<file path="src/rtl/inst_dec_pipe.sv">
// Handshaked 16-bit instruction decoder with a single registered output stage and a
// per-register scoreboard that stalls issue on RAW/WAW hazards until writeback.
module inst_dec_pipe #(
  parameter int unsigned DATA_W    = 16,
  parameter logic [15:0] NOWB_MASK = 16'h3080,
  parameter logic [15:0] IMM_MASK  = 16'h0300,
  parameter logic [15:0] SEXT_MASK = 16'h0100,
  parameter bit          SB_EN     = 1'b1
) (
  input  logic              I_clk,
  input  logic              I_rst_n,
  input  logic              I_valid,
  input  logic [15:0]       I_inst,
  output logic              O_ready,
  output logic              O_valid,
  input  logic              I_ready,
  input  logic              I_flush,
  output logic [4:0]        O_aluop,
  output logic [2:0]        O_selA,
  output logic [2:0]        O_selB,
  output logic [2:0]        O_selD,
  output logic [DATA_W-1:0] O_imm,
  output logic              O_regwe,
  input  logic              I_wb_valid,
  input  logic [2:0]        I_wb_sel,
  output logic [7:0]        O_busy
);

  logic [3:0]        in_cls;
  logic [2:0]        in_sel_a, in_sel_b, in_sel_d;
  logic              in_regwe, in_readb, in_sext;
  logic [DATA_W-1:0] in_imm;

  assign in_cls   = I_inst[15:12];
  assign in_sel_a = I_inst[10:8];
  assign in_sel_b = I_inst[7:5];
  assign in_sel_d = I_inst[4:2];
  assign in_regwe = ~NOWB_MASK[in_cls];
  assign in_readb = ~IMM_MASK[in_cls];
  assign in_sext  = SEXT_MASK[in_cls];

  if (DATA_W > 8) begin : g_imm_ext
    assign in_imm = {{(DATA_W-8){in_sext & I_inst[7]}}, I_inst[7:0]};
  end else begin : g_imm_narrow
    assign in_imm = I_inst[7:0];
  end

  logic              valid_q, valid_d;
  logic [4:0]        aluop_q;
  logic [2:0]        sel_a_q, sel_b_q, sel_d_q;
  logic [DATA_W-1:0] imm_q;
  logic              regwe_q;
  logic              hazard, fire_in, fire_out;

  assign O_ready  = (~valid_q | I_ready | I_flush) & ~hazard;
  assign fire_in  = I_valid & O_ready;
  assign fire_out = valid_q & I_ready & ~I_flush;

  always_comb begin
    valid_d = valid_q;
    if (fire_in) begin
      valid_d = 1'b1;
    end else if (fire_out || I_flush) begin
      valid_d = 1'b0;
    end
  end

  always_ff @(posedge I_clk or negedge I_rst_n) begin
    if (!I_rst_n) begin
      valid_q <= 1'b0;
      aluop_q <= '0;
      sel_a_q <= '0;
      sel_b_q <= '0;
      sel_d_q <= '0;
      imm_q   <= '0;
      regwe_q <= 1'b0;
    end else begin
      valid_q <= valid_d;
      // Fields hold their last values once the stage empties.
      if (fire_in) begin
        aluop_q <= I_inst[15:11];
        sel_a_q <= in_sel_a;
        sel_b_q <= in_sel_b;
        sel_d_q <= in_sel_d;
        imm_q   <= in_imm;
        regwe_q <= in_regwe;
      end
    end
  end

  if (SB_EN) begin : g_sb
    logic [7:0] sb_q, sb_d;
    logic       stage_hit;

    // The held writer is not yet in the scoreboard, so compare against it directly.
    assign stage_hit = valid_q & regwe_q & ~I_flush &
                       ((sel_d_q == in_sel_a) |
                        (in_readb & (sel_d_q == in_sel_b)) |
                        (in_regwe & (sel_d_q == in_sel_d)));

    assign hazard = sb_q[in_sel_a] | (in_readb & sb_q[in_sel_b]) |
                    (in_regwe & sb_q[in_sel_d]) | stage_hit;

    always_comb begin
      sb_d = sb_q;
      if (I_wb_valid) begin
        sb_d[I_wb_sel] = 1'b0;
      end
      // Applied after the clear so a same-register set wins.
      if (fire_out && regwe_q) begin
        sb_d[sel_d_q] = 1'b1;
      end
    end

    always_ff @(posedge I_clk or negedge I_rst_n) begin
      if (!I_rst_n) begin
        sb_q <= '0;
      end else begin
        sb_q <= sb_d;
      end
    end

    assign O_busy = sb_q;
  end else begin : g_no_sb
    assign hazard = 1'b0;
    assign O_busy = '0;
  end

  assign O_valid = valid_q;
  assign O_aluop = aluop_q;
  assign O_selA  = sel_a_q;
  assign O_selB  = sel_b_q;
  assign O_selD  = sel_d_q;
  assign O_imm   = imm_q;
  assign O_regwe = regwe_q;

endmodule

</file>
<file path="config.mk">
export PLATFORM = sky130hd
export DESIGN_NAME = inst_dec_pipe
export DESIGN_NICKNAME = d
export VERILOG_FILES = /design/src/rtl/inst_dec_pipe.sv
export SDC_FILE = /design/constraint.sdc
export NUM_CORES = 1
export LEC_CHECK = 0
export BUFFER_PORTS_ARGS = -buffer_cell sky130_fd_sc_hd__buf_2
export CAP_MARGIN = 20
export CORE_MARGIN = 1.5
export CORE_UTILIZATION = 51
export CTS_CLUSTER_SIZE = 25
export DETAILED_ROUTE_END_ITERATION = 12
export PLACE_DENSITY = 0.84
export SETUP_SLACK_MARGIN = 0.2
export SKIP_LAST_GASP = 1
export SLEW_MARGIN = 30
export SYNTH_ARGS = -nofsm -noshare
export SYNTH_HDL_FRONTEND = slang
export SYNTH_SLANG_ARGS = --single-unit
</file>
<file path="constraint.sdc">
create_clock -name I_clk -period 5.49 [get_ports I_clk]
set_input_delay 0.8235 -clock I_clk [delete_from_list [all_inputs] [get_ports I_clk]]
set_output_delay 0.8235 -clock I_clk [all_outputs]
set_load 0.01 [all_outputs]
</file>
==> impl_metrics.py <==
metrics = {
    "floorplan": {
        "io-pin-count": 66,
        "initial_core_util_pct": 52.63,
        "num_rows": 20,
        "die_area_mm2": 0.003442,
        "die_height_um": 58.67,
        "fp.coreArea_mm2": 0.003003,
        "die_w_um": 58.67,
    },
    "pwr": {
        "power_switching_mw": 0.4159,
        "peakVddDrop_mv": 0.2268,
        "power_mw": 1.030,
        "power_per_cell_area_mw_per_mm2": 556.8,
        "p_sw_share_pct": 40.36,
        "power_frac_clock_pct": 8.2,
        "pwr-share-comb_pct": 53.1,
        "p_leak_nw": 0.9219,
        "power_frac_seq_pct": 38.7,
        "p_int_mw": 0.6145,
    },
    "worst_setup_path": {
        "startpoint_type": "input port",
        "critPathMaxStageDelay_ns": 0.55,
        "critPathMaxFanout": 4,
        "crit_type": "input port to output pin",
        "cp.required_ns": 4.67,
        "crit_arrival_ns": 2.33,
        "crit_slowest_cell": "mux4_1",
        "cp_top_family": "multiplexers",
        "reg2reg_slack_ns": 3.18,
        "worstSetupEndpointType": "output pin",
        "critPathBufInv": 2,
        "crit_top_cell": "buf_2",
        "cp_cell_sequence": "buf_2 > mux4_1 > mux2i_1 > nand2_1 > a211oi_4 > buf_2",
    },
    "routing": {
        "drt-total-wl_mm": 3.422,
        "drtIter0Drc": 35,
        "drc": 0,
        "wl_per_cell_um": 16.30,
        "detail_route.vias_per_cell": 5.690,
        "met2_length_mm": 1.678,
        "ant_nets": 0,
        "dr.pass1.iters": 4,
        "vias": 1195,
        "top_layer": "met4",
        "wl_met3_um": 216,
        "routedLengthMet1_mm": 1.464,
    },
    "clock_network": {
        "clock_latency_ns": 0.33,
        "cts_buffer_depth": 2,
        "postCtsHoldBufs": 0,
        "post_cts_buffers": 0,
        "tritoncts": "done",
        "clock_sinks": 27,
        "clkSlewWorstSetupHoldPaths_ns": 0.14,
        "htree_num_levels": 1,
        "cts_resized": 0,
        "cts_buffers": 3,
        "cts-root-buf": "clkbuf_4",
    },
    "timing": {
        "setup_viol": 0,
        "final.setup.tns_ns": 0,
        "fmax_mhz": 317.3,
        "hold_violations": 0,
        "final.min_clock_period_ns": 3.152,
        "slew_viol_final": 0,
        "layout_setup_ws_ns": 2.338,
        "rsz0062_at_grt": "no",
        "skew_ns": 0.01291,
        "hold_ws_ns": 0.4669,
        "post-route-period-util_pct": 57.41,
        "worst_pin_slew_ns": 0.5853,
        "relSlewSlack_pct": 60.98,
    },
    "place": {
        "place_inst": 206,
        "dpl.hpwl_mm": 2.611,
        "place_area_mm2": 0.001824,
        "place_congestion": 0.8464,
        "port_buffers": 65,
        "pre_cts_ws_ns": 2.332,
    },
    "finish": {
        "nFillCells": 256,
        "fin_cells": 210,
        "final_area_mm2": 0.001851,
        "utilization_pct": 61.63,
        "drive_gt1_share_pct": 52.54,
        "fin_nets": 203,
        "synthToLayoutAreaGrowth_pct": 17.10,
        "n_antenna_cell": 0,
    },
    "logic_synthesis": {
        "yosysWarnings": 0,
        "avgSynthCellArea_um2": 12.64,
        "synthTopCellsByArea": "dfrtp_1, mux2_4, buf_4",
        "synth.distinct_cells": 32,
        "synth_common_cells": "dfrtp_1, buf_4, mux2_4, xnor2_1, mux2_2",
        "synth_top_area_share_pct": 42.76,
        "synth_ff_type": "dfrtp_1",
        "syn_area_mm2": 0.001580,
        "synth.most_common_cell": "dfrtp_1",
        "async_reset_ff_share_pct": 100.0,
        "netlist_instances": 125,
        "yosys.area.top_type": "dfrtp_1",
        "synth_edf_count": 0,
        "synth_fp_nets": 150,
        "synth.yosys.seq_area_share_pct": 42.76,
        "ys_ff_latch": 27,
    },
    "grt": {
        "grt_util_all_layers_pct": 21.35,
        "grt_pass1_vias": 1203,
        "antenna_found_initial": 0,
        "grt-ovfl-total": 0,
        "grt_max_degree": 28,
        "grt_first_pass_wirelength_mm": 5.533,
    },
    "worst_hold_path": {
        "hp-class": "input port to asynchronous set/reset pin",
    },
    "job": {
        "maxCapViolations": 0,
    },
    "run_status": {
        "status": "complete, no violations",
    },
}
==> power by group through the flow <==
stage / Combinational (mW) / Sequential (mW) / Clock [mW]
after detailed placement: 0.550 / 0.402 / 0
after floorplan: 0.395 / 0.404 / 0
after global placement: 0.536 / 0.392 / 0
after global routing: 0.598 / 0.413 / 0.0972
final: 0.547 / 0.399 / 0.0844
after CTS: 0.553 / 0.398 / 0.0879
==> state kept, by name (all words and copies together), names as in the netlist <==
signal / cells
O_busy: 8
O_aluop: 5
O_imm: 5
O_selA: 3
O_selB: 2
O_selD: 2
O_regwe: 1
O_valid: 1
==> metal layers <==
metal,vias up,track usage (%)
met1,576,26.88
met4,0,8.442
met3,10,2.198
li1,550,-
met2,59,37.72
met5,-,0
==> worst paths after layout <==
| path | start | end | depth (start not counted) |
|---|---|---|---|
| max reg2reg | O_busy[2] | O_aluop[0] | 6 |
| min in group I_clk | O_selA[2] | O_selA[2] | 1 |
| min reg2reg | O_selA[2] | O_selA[2] | 1 |
| min | I_rst_n | O_valid | 1 |
| max in group asynchronous | I_rst_n | O_imm[7] | 1 |
| max | I_inst[8] | O_ready | 6 |
==> cells by family (layout without fill, tap and decap cells) <==
family          count (synthesis)  after routing  synth area share, %
simple gates                   26             26                9.660
mux                            26             26                25.18
compound gates                 18             18                9.185
flops                          27             27                42.76
xor+xnor                        9              9                4.988
buf+inv                        19             71                8.234
==> placed cells by master (no fill, tap or decap) <==
cell,count
buf_2,65
dfrtp_1,27
xnor2_1,9
mux2_4,9
mux2_2,8
nand2_1,6
o31ai_1,5
a32o_1,4
nand3_1,4
mux4_2,4
nor2_1,3
nand3b_1,3
nand2b_1,3
o21ai_0,3
mux2i_1,3
clkbuf_4,3
inv_1,2
or3b_2,2
mux4_1,2
and3b_1,1
nor2b_1,1
a21boi_0,1
nand4_1,1
o211ai_1,1
o22ai_1,1
a211oi_4,1
nand2_4,1
nor3b_1,1
a21oi_1,1
a31oi_1,1
clkbuf_1,1
==> cell type report <==
class                   count  area, um2  share of cell area (%)
multi-input cells          79      774.5                   41.85
flip-flops and latches     27      675.6                   36.51
repair buffers             65      325.3                   17.58
well taps                  33      41.29                   2.231
clock buffers               4      26.28                   1.420
inverters                   2      7.507                  0.4057
No activity file was read; power rests on OpenSTA's default activity.
